===== src/rtl/key_msg_tx.sv =====
// Turns single-cycle key-press pulses into "K<n>\r\n" messages for the UART
// transmitter. Pending presses are queued by key, served lowest key first, and overruns are counted.
module key_msg_tx #(
  parameter int GUARD_CYC = 2,
  parameter bit CRLF_EN   = 1'b1
) (
  input  logic       clk,
  input  logic       rst,
  input  logic [3:0] key_evt,
  input  logic       tx_busy,
  output logic [7:0] din,
  output logic       wr_en,
  output logic       busy,
  output logic [7:0] drop_cnt
);

  localparam logic [1:0] LAST_IDX = CRLF_EN ? 2'd3 : 2'd1;

  typedef enum logic [1:0] {IDLE, SEND, GUARD, WAIT} state_t;

  state_t     state_reg, state_next;
  logic [3:0] pend_reg, pend_next;
  logic [1:0] idx_reg, idx_next;
  logic [1:0] bidx_reg, bidx_next;
  logic [3:0] guard_reg, guard_next;
  logic [7:0] din_reg, din_next;
  logic [7:0] drop_reg, drop_next;
  logic [3:0] clr_mask, drop_vec;
  logic [2:0] drop_sum;
  logic [8:0] drop_tot;
  logic [1:0] sel;
  logic       load;

  function automatic logic [7:0] byte_at(input logic [1:0] b, input logic [1:0] i);
    case (b)
      2'd0:    byte_at = 8'h4B;
      2'd1:    byte_at = 8'h31 + {6'd0, i};
      2'd2:    byte_at = 8'h0D;
      default: byte_at = 8'h0A;
    endcase
  endfunction

  // Fixed priority: K1 wins over K2 over K3 over K4.
  always_comb begin
    if (pend_reg[0])      sel = 2'd0;
    else if (pend_reg[1]) sel = 2'd1;
    else if (pend_reg[2]) sel = 2'd2;
    else                  sel = 2'd3;
  end

  // A bit cleared by LOAD this cycle neither latches a new press nor counts as a drop.
  genvar gi;
  generate
    for (gi = 0; gi < 4; gi++) begin : g_pend
      assign clr_mask[gi]  = load && (sel == 2'(gi));
      assign drop_vec[gi]  = key_evt[gi] & pend_reg[gi] & ~clr_mask[gi];
      assign pend_next[gi] = (pend_reg[gi] | key_evt[gi]) & ~clr_mask[gi];
    end
  endgenerate

  always_comb begin
    drop_sum  = {2'd0, drop_vec[0]} + {2'd0, drop_vec[1]} + {2'd0, drop_vec[2]} + {2'd0, drop_vec[3]};
    drop_tot  = {1'b0, drop_reg} + {6'd0, drop_sum};
    drop_next = (drop_tot > 9'd255) ? 8'd255 : drop_tot[7:0];
  end

  always_comb begin
    state_next = state_reg;
    idx_next   = idx_reg;
    bidx_next  = bidx_reg;
    guard_next = guard_reg;
    din_next   = din_reg;
    wr_en      = 1'b0;
    load       = 1'b0;
    case (state_reg)
      IDLE: begin
        if (pend_reg != 4'd0) begin
          load       = 1'b1;
          idx_next   = sel;
          bidx_next  = 2'd0;
          din_next   = byte_at(2'd0, sel);
          state_next = SEND;
        end
      end
      SEND: begin
        if (!tx_busy) begin
          wr_en      = 1'b1;
          guard_next = 4'(GUARD_CYC);
          state_next = GUARD;
        end
      end
      // tx_busy may not have risen yet right after the strobe, so it is ignored here.
      GUARD: begin
        guard_next = guard_reg - 4'd1;
        if (guard_reg <= 4'd1) state_next = WAIT;
      end
      WAIT: begin
        if (!tx_busy) begin
          if (bidx_reg == LAST_IDX) begin
            state_next = IDLE;
          end else begin
            bidx_next  = bidx_reg + 2'd1;
            din_next   = byte_at(bidx_reg + 2'd1, idx_reg);
            state_next = SEND;
          end
        end
      end
      default: state_next = IDLE;
    endcase
  end

  always_ff @(posedge clk or posedge rst) begin
    if (rst) begin
      state_reg <= IDLE;
      pend_reg  <= 4'd0;
      idx_reg   <= 2'd0;
      bidx_reg  <= 2'd0;
      guard_reg <= 4'd0;
      din_reg   <= 8'h00;
      drop_reg  <= 8'd0;
    end else begin
      state_reg <= state_next;
      pend_reg  <= pend_next;
      idx_reg   <= idx_next;
      bidx_reg  <= bidx_next;
      guard_reg <= guard_next;
      din_reg   <= din_next;
      drop_reg  <= drop_next;
    end
  end

  assign din      = din_reg;
  assign busy     = (state_reg != IDLE);
  assign drop_cnt = drop_reg;

endmodule


===== config.mk =====
export PLATFORM = sky130hd
export DESIGN_NAME = key_msg_tx
export DESIGN_NICKNAME = d
export VERILOG_FILES = /design/src/rtl/key_msg_tx.sv
export SDC_FILE = /design/constraint.sdc
export NUM_CORES = 1
export LEC_CHECK = 0
export BUFFER_PORTS_ARGS = -buffer_cell sky130_fd_sc_hd__buf_2
export CORE_MARGIN = 2
export CORE_UTILIZATION = 56
export CTS_CLUSTER_SIZE = 8
export DETAILED_ROUTE_END_ITERATION = 8
export PLACE_DENSITY = 0.88
export SYNTH_ARGS = -nofsm -noshare
export SYNTH_HDL_FRONTEND = slang
export SYNTH_SLANG_ARGS = --single-unit
export TNS_END_PERCENT = 100

===== constraint.sdc =====
create_clock -name clk -period 3.15 [get_ports clk]
set_input_delay 0.63 -clock clk [delete_from_list [all_inputs] [get_ports clk]]
set_output_delay 0.63 -clock clk [all_outputs]
set_load 0.01 [all_outputs]

After elaboration in Yosys (flattened, before gate mapping)
Index checks and enable logic that the tools add are counted.
Storage, ports and cells
  bits in registers: 30
  output and inout port bits: 18
  logic and storage cells: 90
Operators by class
  equality and inequality tests: 14
  reduce and logical (&&, ||, !) cells: 15
  mux-type cells: 25
  add/sub/neg operators: 7
  $lt $le $gt $ge: 2
  bitwise operators: 20
Operators with widths (count)
  8-bit 2-to-1 mux: 4
  7-bit one-hot mux with 3 select lines: 1
  2-bit 2-to-1 mux: 9
  8-bit one-hot mux with 2 select lines: 1
  1-bit bitwise AND: 12
  2-bit == test (second input constant): 6
  2-bit != test (second input constant): 5
  8-bit by 3-bit adder with 9-bit output: 1
  9-bit by 8-bit greater-than comparator with 1-bit output (second input constant): 1
  2-bit one-hot mux with 4 select lines: 1
  4-bit one-hot mux with 2 select lines: 1
  4-bit AND reduction: 2
  6-bit by 2-bit adder with 7-bit output (first input constant): 1
  2-bit by 1-bit == test with 1-bit output (second input constant): 3
  2-bit zero test: 3
  1-bit 2-to-1 mux: 6
  2-bit nonzero test: 3
  4-bit by 1-bit <= comparator with 1-bit output (second input constant): 1
  1-bit logical AND: 4
  4-bit 2-to-1 mux: 1
  1-bit NOT: 4
  1-bit OR: 4
  2-bit one-hot mux with 2 select lines: 1
  2-bit AND reduction: 2
  other kinds (6): 6

Logic depth before layout (Yosys ltp)
  depth after elaboration: 13
  depth in mapped cells: 11
  mapped depth without buffers: 11

Worst setup path before layout
OpenSTA, ideal clock, no wires.
  kind: register -> register
  from: register state_reg[0]
  to: register drop_reg[1] (netlist: drop_cnt[1])
  cell stages (with the launch flop): 12
  required time: 3.079 ns
  setup slack: 0.336 ns
  path buffers: 0
  arrival: 2.743 ns
  path through: dfrtp_1 > inv_1 > ha_1 > inv_1 > nand3_1 > fa_1 > fa_1 > inv_1 > fa_1 > and4_1 > nand4_1 > nand2b_1
Between the ends
  word-level cells in the longest chain between the ends: 11
  elaborated cells on any way between the ends: 20
RTL lines
  from (decl): line 21  | state_t state_reg, state_next;
  from (signal assigned): line 122  | state_reg <= state_next;
  2-bit zero test (*): line 75  | case (state_reg)
  1-bit 2-to-1 mux (*): line 75
  1-bit logical AND: line 55  | assign clr_mask[gi] = load && (sel == 2'(gi));
  1-bit NOT: line 56  | assign drop_vec[gi] = key_evt[gi] & pend_reg[gi] & ~clr_mask[gi];
  1-bit bitwise AND: line 56
  1-bit by 1-bit adder with 2-bit output: line 62  | drop_sum = {2'd0, drop_vec[0]} + {2'd0, drop_vec[1]} + {2'd0, drop_vec[2]} + {2'd0, drop_vec[3]};
  2-bit by 1-bit adder with 3-bit output: line 62
  3-bit by 1-bit adder with 3-bit output (*): line 62
  8-bit by 3-bit adder with 9-bit output (*): line 63  | drop_tot = {1'b0, drop_reg} + {6'd0, drop_sum};
  9-bit by 8-bit greater-than comparator with 1-bit output: line 64  | drop_next = (drop_tot > 9'd255) ? 8'd255 : drop_tot[7:0];
  8-bit 2-to-1 mux (*): line 64
  via drop_next[1]: line 27  | logic [7:0] drop_reg, drop_next;
  to (signal assigned): line 128  | drop_reg <= drop_next;
  to (decl): line 27
The timed path passes the listed nets; every way through them passes the cells marked *.
A chain may end at the register's enable or synchronous reset.

Worst setup path in the final report
Same ends and word-level chain as after synthesis.

==> metrics <==
number of global-route vias before repair=1,214; DRC Markers=0; Resize count post-CTS=0; wire per inst=14.01 um; via/cell ratio=5.665; min-delay worst type=reg2reg; Most used DFF post-synth=dfrtp_1; Synth Area in Compound Gates=14.16%; cts hold-fix bufs=0; Period minus WS final=2.947 ns; largest net degree at the start of global routing=29; total CTS buffers=3; clock sink count=28; post-CTS setup buffers=0; max_slew headroom=31.08%; post-synthesis xor/xnor area fraction=1.617%; clock buffer depth=2; Placement Rows=19; status=finished, final reports clean; # diodes=0; CTS tree=done; Leak=0.8543 nW; RSZ-0062 raised after global routing=false; fraction of layout cells with a size suffix above 1=20.86%; height of the die=57.88 um; internal reg-to-reg setup slack=0.20 ns; Final setup viols=0; CP required=3.43 ns; total gr overflow=0; first-pass GRT wire length=5250 um; met3 wire length=125 um; dpl hpwl=2365 um; area of the multi-input gates=852.1 um^2; fmax=339.3 MHz; most frequent cells in the layout=28 x dfrtp_1, 23 x buf_2, 22 x nand2_1; Initial Util=58.94%; Pre-antenna DRT Iters=4; quantity of I/O buffers inserted on ports=23; worst slew pin tran=1.033 ns; setup TNS=0 ns; initial antenna violation count=0; CTS H-Tree Depth=1; reported max-cap violation count=0; ys async rst share=100.0%; Worst Skew=0.01038 ns; post-synth top area share=43.11%; Synth Area in Simple Gates=15.17%; #FFs+latches synth=28; CP Max Fanout=8; max-slew violations=0; largest family of logic cells by synthesized area=simple AND/OR/NAND/NOR gates; Hold Vio Cnt, Final=0; data arrival time of the critical path=3.22 ns; Worst VDD drop=0.7017 mV; number of I/O pins=25; CTS clock-pin slew for the worst setup and hold paths=0.16 ns; Final #Nets=212; Clock Latency Late Sink=0.34 ns; Synth Cell Area=1625 um^2; Post-synth EDFFs=0; Netlist cell types=35; Total Power=1.871 mW; root buf cell=clkbuf_4; Max Used Layer=met4; Sequential Area=700.7 um^2; core area=2758 um^2; CP endpoint kind=register; fill cell count=220; startpoint types=register; drt total wl=3055 um; mean area per synthesized cell=9.971 um^2; sequential fraction of the synthesis area=43.11%; cell count after synthesis=163; met1 wire length=1334 um; PD cells=1026 nW/um^2; Final period util=93.57%; CP Class=reg2reg; main area contributors after synthesis=dfrtp_1 43%, ha_1 11%, nand2_1 5.1%; Initial DRC Count=30; Synth Area in Adders=14.47%; GRT Total Usage=20.40%; Placer Congestion=0.7985; met2 WL post-DR=1544 um; vias=1,235; chip width=57.88 um; area leader, netlist=dfrtp_1; Post-Synthesis Net Count=187; Area growth syn-to-layout=12.16%; DIE AREA=3350 um^2; mux cell area share after synthesis=5.928%; commonest non-fill, non-tap cell in the layout=dfrtp_1; Syn. warnings=0; Largest register FFs=8; Routed Antenna Nets=0
-- synthesized netlist by cell type, types with 3 or more instances --
cell     instances
ha_1            14
mux2i_1          4
o21ai_0         12
fa_1             3
a31oi_1          4
a21oi_1          7
mux2_2           5
nand2_1         22
inv_1           15
dfrtp_1         28
nor2b_1          6
nor2_1           9
nand3_1          6
-- layer usage --
metal	global-route usage, %	vias to the layer above
li1	-	600
met3	2.232	4
met4	8.306	0
met2	37.82	33
met5	0	-
met1	23.82	598
-- worst paths after layout --
path / from / endpoint / cells past startpoint
max: state_reg[0] / drop_cnt[1] / 11
min: din[3] / din[3] / 1
max reg2reg: state_reg[0] / drop_cnt[1] / 11
min reg2reg: din[3] / din[3] / 1
max in group asynchronous: rst / idx_reg[0] / 2
min in group asynchronous: rst / din[3] / 2
-- through the flow --
| stage | std cells | utilization [%] | setup slack [ns] | hold WS, ns | cell area [um^2] |
|---|---|---|---|---|---|
| floorplan | 163 | - | 0.3361 | 0.4641 | 1625 |
| global placement | 214 | 63.70 | 0.2607 | 0.4552 | 1757 |
| detailed placement | 214 | 63.70 | 0.05237 | 0.4666 | 1757 |
| CTS | 218 | 65.61 | 0.01598 | 0.5013 | 1809 |
| global route | 218 | 66.11 | 0.03491 | 0.5237 | 1823 |
| finish | 218 | 66.11 | 0.2026 | 0.4964 | 1823 |
-- where the power goes --
| group | internal [mW] | switching (mW) | total (mW) |
|---|---|---|---|
| logic | 0.438 | 0.512 | 0.950 |
| registers | 0.517 | 0.164 | 0.681 |
| clock network | 0.129 | 0.111 | 0.240 |
| total | 1.08 | 0.786 | 1.87 |
-- logic make-up after synthesis --
kind of cell / after synthesis
AND/OR/NAND/NOR: 51
AO/OA/AOI/OAI: 35
flip-flops: 28
buffers and inverters: 19
adder cells (fa/ha/maj): 17
multiplexers: 9
XOR/XNOR: 3
other: 1
-- worst max-delay path, stage by stage (launching register included) --
cell	delay, ns
dfrtp_1	0.45
inv_2	0.11
ha_4	0.19
nand2_1	0.08
o211ai_1	0.21
fa_1	0.47
fa_1	0.45
inv_1	0.08
fa_1	0.22
and4_2	0.29
nand4_1	0.20
nand2b_1	0.14
-- area by class of cell --
class                           count  share of cell area (%)
Multi-Input combinational cell    116                   46.74
Sequential cell                    28                   38.44
Timing Repair Buffer               24                   6.726
Inverter                           15                   3.089
Tap cell                           31                   2.128
Clock inverter                      1                   1.647
Clock buffer                        3                   1.235
No activity file was read; power rests on OpenSTA's default activity.
